`config.mk`:
```
export PLATFORM = sky130hd
export DESIGN_NAME = aes_i2c_ctrl
export DESIGN_NICKNAME = d
export VERILOG_FILES = /design/src/rtl/aes_i2c_ctrl.sv
export SDC_FILE = /design/constraint.sdc
export NUM_CORES = 1
export LEC_CHECK = 0
export BUFFER_PORTS_ARGS = -buffer_cell sky130_fd_sc_hd__buf_2
export CAP_MARGIN = 20
export CORE_AREA = 5 5 206 208
export DETAILED_ROUTE_END_ITERATION = 16
export DIE_AREA = 0 0 211 213
export PLACE_DENSITY = 0.67
export SETUP_SLACK_MARGIN = 0.3
export SLEW_MARGIN = 20
export SYNTH_ARGS = -nofsm -noshare
export SYNTH_HDL_FRONTEND = slang
export SYNTH_SLANG_ARGS = --single-unit
```
`constraint.sdc`:
```
create_clock -name clk -period 3.5 [get_ports clk]
set_input_delay 0.175 -clock clk [delete_from_list [all_inputs] [get_ports clk]]
set_output_delay 0.175 -clock clk [all_outputs]
set_load 0.05 [all_outputs]
```
`src/rtl/aes_i2c_ctrl.sv`:
```
// rtl/aes_i2c_ctrl.sv - frame sequencer between the I2C slave byte interface and the AES-128 core
// Collects key/data/command bytes, launches the core, and holds the result or an error code.

module aes_i2c_ctrl #(
    parameter int TIMEOUT_CYCLES = 1024,
    parameter int TO_W           = 11
) (
    input  logic         clk,
    input  logic         reset,
    input  logic         rx_start,
    input  logic         rx_stop,
    input  logic         rx_valid,
    input  logic [7:0]   rx_byte,
    output logic [127:0] aes_key,
    output logic [127:0] aes_block,
    output logic         aes_decrypt,
    output logic         aes_start,
    input  logic         aes_done,
    input  logic [127:0] aes_result,
    output logic [127:0] result,
    output logic         result_valid,
    output logic         busy,
    output logic         err,
    output logic [1:0]   err_code
);

    typedef enum logic [2:0] {
        S_IDLE,
        S_RX_KEY,
        S_RX_DATA,
        S_RX_CMD,
        S_RUN,
        S_DONE,
        S_ERR
    } state_t;

    localparam logic [1:0] ERR_FRAME   = 2'b01;
    localparam logic [1:0] ERR_CMD     = 2'b10;
    localparam logic [1:0] ERR_TIMEOUT = 2'b11;
    localparam logic [TO_W-1:0] TO_LAST = TO_W'(TIMEOUT_CYCLES - 1);

    state_t          state;
    logic [5:0]      byte_cnt;
    logic [TO_W-1:0] to_cnt;
    logic [6:0]      byte_pos;

    // Frame byte 0 lands in bits [127:120], so the bit offset is 8*(15-idx).
    assign byte_pos = {~byte_cnt[3:0], 3'b000};

    always_ff @(posedge clk) begin
        if (!reset) begin
            state        <= S_IDLE;
            byte_cnt     <= '0;
            to_cnt       <= '0;
            aes_key      <= '0;
            aes_block    <= '0;
            aes_decrypt  <= 1'b0;
            aes_start    <= 1'b0;
            result       <= '0;
            result_valid <= 1'b0;
            busy         <= 1'b0;
            err          <= 1'b0;
            err_code     <= '0;
        end else begin
            aes_start <= 1'b0;
            case (state)
                // The core is never aborted: start/stop are ignored until it finishes.
                S_RUN: begin
                    if (rx_valid) begin
                        err      <= 1'b1;
                        err_code <= ERR_FRAME;
                    end
                    if (aes_done) begin
                        result       <= aes_result;
                        result_valid <= 1'b1;
                        busy         <= 1'b0;
                        state        <= S_DONE;
                    end else if (to_cnt == TO_LAST) begin
                        err      <= 1'b1;
                        err_code <= ERR_TIMEOUT;
                        busy     <= 1'b0;
                        state    <= S_ERR;
                    end else begin
                        to_cnt <= to_cnt + 1'b1;
                    end
                end
                default: begin
                    if (rx_start) begin
                        state        <= S_RX_KEY;
                        byte_cnt     <= '0;
                        err          <= 1'b0;
                        err_code     <= '0;
                        result_valid <= 1'b0;
                    end else begin
                        case (state)
                            S_RX_KEY, S_RX_DATA: begin
                                if (rx_valid) begin
                                    if (state == S_RX_KEY) aes_key[byte_pos +: 8] <= rx_byte;
                                    else                   aes_block[byte_pos +: 8] <= rx_byte;
                                    byte_cnt <= byte_cnt + 1'b1;
                                    if (byte_cnt == 6'd15) state <= S_RX_DATA;
                                    if (byte_cnt == 6'd31) state <= S_RX_CMD;
                                end
                                // A byte arriving with STOP is consumed first; the frame is still short.
                                if (rx_stop) begin
                                    state    <= S_ERR;
                                    err      <= 1'b1;
                                    err_code <= ERR_FRAME;
                                end
                            end
                            S_RX_CMD: begin
                                if (rx_valid) begin
                                    if (rx_byte[7:1] == 7'd0) begin
                                        aes_decrypt <= rx_byte[0];
                                        aes_start   <= 1'b1;
                                        busy        <= 1'b1;
                                        to_cnt      <= '0;
                                        state       <= S_RUN;
                                    end else begin
                                        state    <= S_ERR;
                                        err      <= 1'b1;
                                        err_code <= ERR_CMD;
                                    end
                                end else if (rx_stop) begin
                                    state    <= S_ERR;
                                    err      <= 1'b1;
                                    err_code <= ERR_FRAME;
                                end
                            end
                            S_DONE: begin
                                if (rx_valid) begin
                                    state    <= S_ERR;
                                    err      <= 1'b1;
                                    err_code <= ERR_FRAME;
                                end
                            end
                            default: ;
                        endcase
                    end
                end
            endcase
        end
    end

endmodule

```
[Word-level counts from Yosys, hierarchy flattened]
Cells that the tools add are included.
Storage, ports and cells
  register bits: 411
  output and inout bits: 391
Operators by class
  add/subtract/negate cells: 3
  eq/ne operators: 18
  shifts and indexed selects: 2
  mux-type cells: 54
  bitwise operators: 7
  reduce and logical (&&, ||, !) cells: 20
Operators with widths (count)
  bitwise mux 128 bit: 2
  variable shift 8 x 9 -> 128 bit (first input constant): 1
  variable part select 8 x 9 -> 128 bit: 1
  2-to-1 mux 11 bit: 7
  2-to-1 mux 3 bit: 11
  AND reduction 5 bit: 4
  2-to-1 mux 1 bit: 19
  2-to-1 mux 2 bit: 9
  2-to-1 mux 6 bit: 3
  inequality test 5 bit (second input constant): 3
  AND reduction 6 bit: 2
  nonzero test 2 bit: 6
  adder 11 x 1 -> 11 bit (second input constant): 1
  == test 11 x 10 -> 1 bit (second input constant): 1
  negator 7 -> 9 bit: 1
  case mux 3 bit (3 select lines): 1
  logical NOT 7 bit: 1
  adder 6 x 1 -> 6 bit (second input constant): 1
  == test 3 x 2 -> 1 bit (second input constant): 2
  == test 3 bit (second input constant): 2
  == test 6 x 4 -> 1 bit (second input constant): 1
  == test 6 x 5 -> 1 bit (second input constant): 1
  inequality test 2 bit (second input constant): 3
  inequality test 6 bit (second input constant): 1
  13 further kinds: 20

[Logic depth before layout (Yosys ltp)]
Gate-level depths: netlist of run 1.
  depth in word-level cells: 8
  gate-level depth with buffers: 10
  mapped depth without buffers: 7

[Least setup slack after synthesis of run 1]
No wires, ideal clock.
  path kind: register to register
  start: reg byte_cnt[0]
  end: reg aes_key[32]
  setup time: 0.128 ns
  data arrival time: 2.380 ns
  required time: 3.372 ns
  setup slack: 0.993 ns
  stages on the path, launching flop included: 10
  period minus slack after synthesis: 2.507 ns
  cells stage by stage: dfxtp_1 > buf_2 > inv_1 > ha_1 > clkbuf_1 > nor2b_1 > nand3b_1 > nor4_4 > mux2i_1 > nor2_1
Between the ends
  cells in the longest elaborated chain, start to end: 4
  elaborated cells on any way between the ends: 5
  those cells by class: add/sub (1); shift (2); mux (1); bitwise (1)
Ends and longest elaborated chain
  start, declared: RTL line 43  | logic [5:0] byte_cnt;
  start signal, assigned: RTL line 100  | byte_cnt <= byte_cnt + 1'b1;
  NOT 4 bit *: RTL line 48  | assign byte_pos = {~byte_cnt[3:0], 3'b000};
  negator 7 -> 9 bit *: RTL line 98  | if (state == S_RX_KEY) aes_key[byte_pos +: 8] <= rx_byte;
  variable part select 8 x 9 -> 128 bit or variable shift 8 x 9 -> 128 bit (tied branches): RTL line 98
  bitwise mux 128 bit *: RTL line 98
  end signal, assigned by index: RTL line 98
  end, declared: RTL line 14  | output logic [127:0] aes_key,
Mark *: on every way between the ends. The rest lies on a longest branch, timed or not.
A chain may end at the register's enable or synchronous reset.

[Worst setup path after layout of run 1]
  start: reg byte_cnt[0]
  end: reg aes_key[34]
Same word-level chain as after synthesis.

==> summary.txt, run 1 <==
Run status
  • Status: finished, final reports clean

Floorplanning
  • Die ar.: about 45,000 µm²
  • Starting Density: 38.9%
  • Die H: roughly 210 µm
  • Die width: 211 µm
  • I/O pin count: 533
  • Core ar.: ~40,000 µm²
  • # rows: 74

Layout
  • Area grow syn2layout: 37.7%
  • # fillers: between 3,000 and 4,000
  • Design area: ~22,000 µm²
  • Final Util: a little over half
  • Area occupied by registers: ~8000 µm²
  • Share of cells above drive strength 1: 28.1%
  • Multi-input gate area: 7010 µm²
  • Layout Nets: 2,479

Placed design
  • DP Area: approximately 19,000 µm²
  • I/O Buffers: 532
  • Post-DP HPWL: about 40,000 µm
  • GPL Wtd Cong: 0.856

CTS
  • Clk sinks: about 400
  • CTS tree: done
  • CTS H-tree lvls: 2
  • Cts bufs inserted: 45
  • Post-CTS setup buffers: 0
  • Root Driver: clkbuf_16
  • Worst-Skew Late Latency: 0.57 ns
  • CTS max path bufs: 3
  • CTS clk-pin slew, worst paths: approximately 0.060 ns

Synth
  • Commonest cells in the netlist: 411 x dfxtp_1, 310 x nor2_1, 292 x nand2_1, 260 x mux2i_1, 148 x a21oi_1
  • Post-synthesis sequential area ratio: between 50% and 60%
  • Syn nets: around 1,900
  • Top cells by area, synth: dfxtp_1 52%, mux2i_1 17%, nor2_1 7.4%, nand2_1 7.0%, a21oi_1 4.7%
  • Cell taking the most area after synthesis: dfxtp_1
  • Cells after synthesis: about 1,700
  • Synth cell types: slightly above 60
  • Post-synth EDFFs: 0
  • Most used DFF post-synth: dfxtp_1
  • Async S/R FF share, synth: 0%
  • Post-Syn Area per Cell: slightly above 9 µm²
  • Yosys top cell area share: a little over half
  • Post-synthesis cell area: 15,700 µm²
  • Yosys Warn Count: 0
  • Most frequent cell after synthesis: dfxtp_1
  • Register bit total from synthesis: slightly above 400

Setup path
  • Crit-path max FO: 11
  • CP Capture Type: flop
  • WS Path Type: flop to flop
  • WP data arrival: 3.46 ns
  • Crit start category: flop
  • Required @ worst endpoint: 3.94 ns

STA
  • Total negative slack: 0 ns
  • Final hold vios: 0
  • Final Skew: between 0.015 and 0.02 ns
  • # setup viols final: 0
  • Final worst path period share: a little under nine tenths
  • Slew Limit Fails: 0
  • Final Critical Period: roughly 3.0 ns
  • Max_slew headroom: 25.1%
  • Max Freq: 331 MHz
  • Unrepaired setup endpoints after global routing: false
  • Worst-margin pin slew: around 1.1 ns
  • Hold slack final: around 0.061 ns

Routing
  • Vias per Instance: roughly 5.1
  • Final ANT Viol Nets: 0
  • Routed WL: about 58,000 µm
  • Remaining DRCs: 0
  • Pre-antenna DRT Iters: 6
  • Starting DRT DRC Count: between 1,000 and 1,500
  • Vias: approximately 15,000
  • Mean routed wirelength per cell: ~20 µm

GRT
  • Total track usage: between 20% and 30%
  • Global route total overflow: 0
  • Antenna violations before repair: 1
  • Largest net degree at the start of global routing: 123
  • First-pass GRT wire length: 85,900 µm
  • Vias in the first global route: about 15,000

Flow run
  • Max cap viols: 0

Power
  • Leak: roughly 11 nW
  • Worst vdd ir: about 0.43 mV
  • Tot Pwr: 11.8 mW
  • Cell Pwr Density: ~550 nW/µm²

Min path
  • Hold Crit Class: primary input to flop
-- per-layer routing --
metal,global-route usage [%],wire [µm]
met1,29.9,22900
met2,38.7,27200
met3,6.88,4700
met4,11.6,2690
met5,0,13
-- cell families (layout without fill, tap and decap cells) --
family | count (synthesis) | in the layout | share of synthesized area [%]
compound gates | 194 | 194 | 6.92
xor+xnor | 7 | 7 | 0.390
fa+ha+maj | 5 | 5 | 0.382
buf+inv | 129 | 773 | 3.41
flops | 411 | 411 | 52.4
mux | 261 | 261 | 16.6
other cells | 0 | 2 | 0
simple gates | 716 | 716 | 19.9
-- flip-flops by register name (all words and copies together) (netlist names) --
signal and cells:
aes_block 128, aes_decrypt 1, aes_key 128, aes_start 1
busy 1, byte_cnt 6, err 1, err_code 2
result 128, result_valid 1, state 3, to_cnt 11
-- final timing paths --
path / end / slack, ns / start / cells past startpoint
worst max-delay path: aes_key[34]$_SDFFE_PN0P_ / 0.48 / byte_cnt[0]$_SDFFE_PN0P_ / 7
worst min-delay path: aes_start$_SDFF_PP0_ / 0.06 / rx_start / 2
worst max register to register: aes_key[34]$_SDFFE_PN0P_ / 0.48 / byte_cnt[0]$_SDFFE_PN0P_ / 7
worst min register to register: result[9]$_SDFFE_PN0P_ / 0.45 / result[9]$_SDFFE_PN0P_ / 2
-- per-stage QoR --
step	setup WS, ns	instances
after floorplan	0.993	1723
after global placement	0.543	2689
after detailed placement	0.360	2689
after CTS	0.338	2899
after global routing	0.318	2899
final	0.482	2901
-- layout make-up --
type | instances | share of cell area [%]
Timing Repair Buffer | 686 | 19.4
Clock inverter | 21 | 1.23
Sequential cell | 411 | 38.0
Clock buffer | 60 | 5.70
Antenna cell | 2 | 0.0231
Inverter | 6 | 0.139
Multi-Input combinational cell | 1183 | 32.4
Tap cell | 532 | 3.08
-- placed cells by master (no fill, tap or decap), types with 3 or more instances in the layout --
cell             n
a211oi_1         6
a21oi_1        148
and2_1          18
and3_1           7
buf_12           4
buf_2          532
buf_4           21
bufinv_16        5
clkbuf_1        11
clkbuf_16       46
clkbuf_8         3
clkinv_2        11
dfxtp_1        411
dlygate4sd3_1  129
ha_1             4
inv_1            5
mux2i_1        260
nand2_1        291
nand2b_1         6
nand3_1         18
nand3b_1         3
nand4_1          5
nand4_2         12
nor2_1         310
nor2b_1          5
nor3_1          10
nor4_1           3
nor4_4           4
nor4b_2          4
o21ai_0         11
xnor2_1          3
-- what timing repair did --
item | in CTS | in global routing
endpoints found under the hold margin | 134 | 0
gates resized for setup | 0 | 1
hold buffers | 129 | 0
endpoints found under the setup margin | 0 | 64
-- worst max-delay path: stages, from the launching register on --
cell and delay (ns):
dfxtp_1 0.57, inv_1 0.18, ha_1 0.44, nor2b_1 0.40, nand3b_1 0.29, nor4_4 0.66
mux2i_1 0.28, nor2_1 0.06
-- where the power goes --
part | internal (mW) | switching, mW
registers | 4.86 | 0.156
logic | 0.566 | 1.42
clock network | 2.87 | 1.96
No activity file was read; power rests on OpenSTA's default activity.
==> run 2: changes to the inputs <==
Settings changed: ABC_AREA set to 1, CORE_AREA 5 5 206 208 to 5 5 203 205, DIE_AREA 0 0 211 213 to 0 0 208 210, PLACE_DENSITY 0.67 to 0.69.
==> run 2 against run 1 <==
Non-clock buffer count decreased by 17. Clock power increased by 4.4%. Sequential power about the same. Critical endpoint is now aes_key[117]$_SDFFE_PN0P_. Largest cell class unchanged. Largest power group unchanged.
==> summary.txt, run 2 <==
Synth
  • Cell taking the most area after synthesis: dfxtp_1
  • Yosys Warn Count: 0 (unchanged)
  • Async S/R FF share, synth: 0% (unchanged)
  • Commonest cells in the netlist: 411 x dfxtp_1, 373 x nor2_1, 304 x nand2_1, 258 x a21oi_1, 217 x nand3_1
  • Post-Syn Area per Cell: 7.56 µm² (-17%)
  • Post-synthesis cell area: 16,100 µm² (+2.6%)
  • Synth cell types: 34 (-45%)
  • Yosys top cell area share: 51.0% (-1.3 points)
  • Post-synthesis sequential area ratio: 51.0% (-1.3 points)
  • Top cells by area, synth: dfxtp_1 51%, nor2_1 8.7%, a21oi_1 8.0%, nand2_1 7.1%, nand3_1 6.7%
  • Post-synth EDFFs: 0 (unchanged)
  • Cells after synthesis: 2,134 (+24%)
  • Syn nets: 2,280 (+22%)
  • Most used DFF post-synth: dfxtp_1
  • Most frequent cell after synthesis: dfxtp_1
  • Register bit total from synthesis: 411 (unchanged)

Setup path
  • CP Capture Type: flop
  • WP data arrival: 3.39 ns (-0.07 ns)
  • WS Path Type: flop to flop
  • Critical Path Start: byte_cnt[0]$_SDFFE_PN0P_
  • Crit-path max FO: 18 (+7)
  • Required @ worst endpoint: 3.97 ns (+0.03 ns)
  • Reg2reg path depth: 6 (-1)
  • Reg2Reg Launch Point: byte_cnt[0]$_SDFFE_PN0P_
  • Crit start category: flop

GRT
  • Total track usage: 25.3% (+1.2 points)
  • Vias in the first global route: 16,158 (+9.5%)
  • Antenna violations before repair: 1 (unchanged)
  • First-pass GRT wire length: 90,100 µm (+4.9%)
  • Largest net degree at the start of global routing: 239 (+94%)
  • Global route total overflow: 0 (unchanged)

Run status
  • Status: finished, final reports clean

Floorplanning
  • # rows: 73 (-1.4%)
  • Starting Density: 41.1% (+2.1 points)
  • I/O pin count: 533 (unchanged)
  • Die width: 208 µm (-1.4%)
  • Core ar.: 39,300 µm² (-2.7%)
  • Die H: 210 µm (-1.4%)
  • Die ar.: 43,700 µm² (-2.8%)

Routing
  • Mean routed wirelength per cell: 18.1 µm (-8.6%)
  • Final ANT Viol Nets: 0 (unchanged)
  • Routed WL: 59,400 µm (+3.3%)
  • Vias per Instance: 5.16 (+1.2%)
  • Starting DRT DRC Count: 1,315 (+10%)
  • Vias: 16,932 (+14%)
  • Remaining DRCs: 0 (unchanged)
  • Pre-antenna DRT Iters: 6 (unchanged)

CTS
  • CTS clk-pin slew, worst paths: 0.06 ns (about the same)
  • Cts bufs inserted: 44 (-2.2%)
  • CTS max path bufs: 3 (unchanged)
  • Clk sinks: 411 (unchanged)
  • CTS tree: done
  • Root Driver: clkbuf_16
  • Worst-Skew Late Latency: 0.56 ns (about the same)
  • CTS H-tree lvls: 2 (unchanged)

STA
  • Total negative slack: 0 ns (unchanged)
  • Max Freq: 342 MHz (+3.3%)
  • Worst-margin pin slew: 1.01 ns (-0.107 ns)
  • Final hold vios: 0 (unchanged)
  • Max_slew headroom: 32.5% (+7.4 points)
  • Final worst path period share: 83.4% (-2.8 points)
  • Final Skew: 0.0192 ns (+0.00371 ns)
  • # setup viols final: 0 (unchanged)
  • Slew Limit Fails: 0 (unchanged)
  • Unrepaired setup endpoints after global routing: false
  • Final Critical Period: 2.92 ns (-0.0975 ns)

Flow run
  • Max cap viols: 0 (unchanged)

Power
  • Tot Pwr: 12.7 mW (+7.8%)
  • Worst vdd ir: 0.395 mV (-7.1%)
  • Cell Pwr Density: 584 nW/µm² (+6.8%)
  • Leak: 9.91 nW (-8.3%)

Min path
  • Hold Crit Class: primary input to flop
  • WHS Path Cells: 3 (+1)
  • Hold wc startpoint: rx_byte[5]

Layout
  • Most frequent cells in the layout: 530 x buf_2, 411 x dfxtp_1, 372 x nor2_1
  • Most common cell after layout, fill and taps aside: buf_2
  • Area grow syn2layout: 35.4%
  • Share of cells above drive strength 1: 24.5% (-3.6 points)
  • Layout Nets: 2,864 (+16%)
  • Biggest regs: aes_block: 128 flops, aes_key: 128 flops, result: 128 flops

Placed design
  • GPL Wtd Cong: 0.852 (-0.50%)
  • I/O Buffers: 532 (unchanged)
  • Post-DP HPWL: 39,300 µm (-0.19%)
## run 2: cell families after synthesis
logic type	Yosys count	synth area share, %
compound gates	473	15.0
fa+ha+maj	4	0.310
flops	411	51.0
xor+xnor	3	0.279
simple gates	949	25.8
buf+inv	294	7.55
## run 2: final timing paths
check	slack, ns	endpoint
worst max-delay path	0.58	aes_key[117]$_SDFFE_PN0P_
worst min-delay path	0.07	aes_block[117]$_SDFFE_PN0P_
worst max register to register	0.58	aes_key[117]$_SDFFE_PN0P_
worst min register to register	0.44	aes_key[95]$_SDFFE_PN0P_
## run 2: layout make-up
| type | count | area, µm² |
|---|---|---|
| Clock inverter | 14 | 255 |
| Timing Repair Buffer | 669 | 4060 |
| Inverter | 163 | 626 |
| Fill cell | 3567 | 17400 |
| Clock buffer | 67 | 1310 |
| Tap cell | 525 | 657 |
| Antenna cell | 1 | 2.50 |
| Multi-Input combinational cell | 1429 | 6700 |
| Sequential cell | 411 | 8230 |
## run 2: repair_timing
action / in CTS / in global routing
endpoints found under the hold margin: 128 / 0
endpoints found under the setup margin: 0 / 47
hold buffers: 128 / 0
setup buffers: 0 / 0
gates resized for setup: 0 / 3
## run 2: layer usage
| layer | wire, µm | vias to the layer above | share of wire [%] | global-route usage, % |
|---|---|---|---|---|
| met3 | 4720 | 197 | 8.0 | 5.43 |
| met1 | 22700 | 7792 | 38 | 30.1 |
| met5 | 0 | - | 0 | 0 |
| met2 | 28500 | 817 | 48 | 43.0 |
| li1 | - | 8126 | - | - |
| met4 | 3470 | 0 | 5.8 | 13.5 |
## run 2: stage by stage
stage               setup WS (ns)  hold slack, ns  std cells  area (µm²)  utilization, %
finish                      0.580          0.0680       3279       21800            55.6
CTS                         0.420          0.0276       3278       21800            55.6
global route                0.365          0.0495       3279       21800            55.6
floorplan                    1.14           0.340       2134       16100               -
global placement            0.631           0.431       3069       19000            48.3
detailed placement          0.479           0.433       3069       19000            48.3
## run 2: where the power goes
group,switching (mW),internal [mW]
Clock,1.93,3.10
Sequential,0.140,4.90
Combinational,2.02,0.658
Total,4.09,8.66
## run 2: critical path, cell delays in order, from the launching register on
cell and delay (ns):
dfxtp_1 0.51, clkinvlp_4 0.35, ha_2 0.54, nand3_1 0.16
nor2_1 0.35, nand3_1 0.51, a211oi_1 0.39
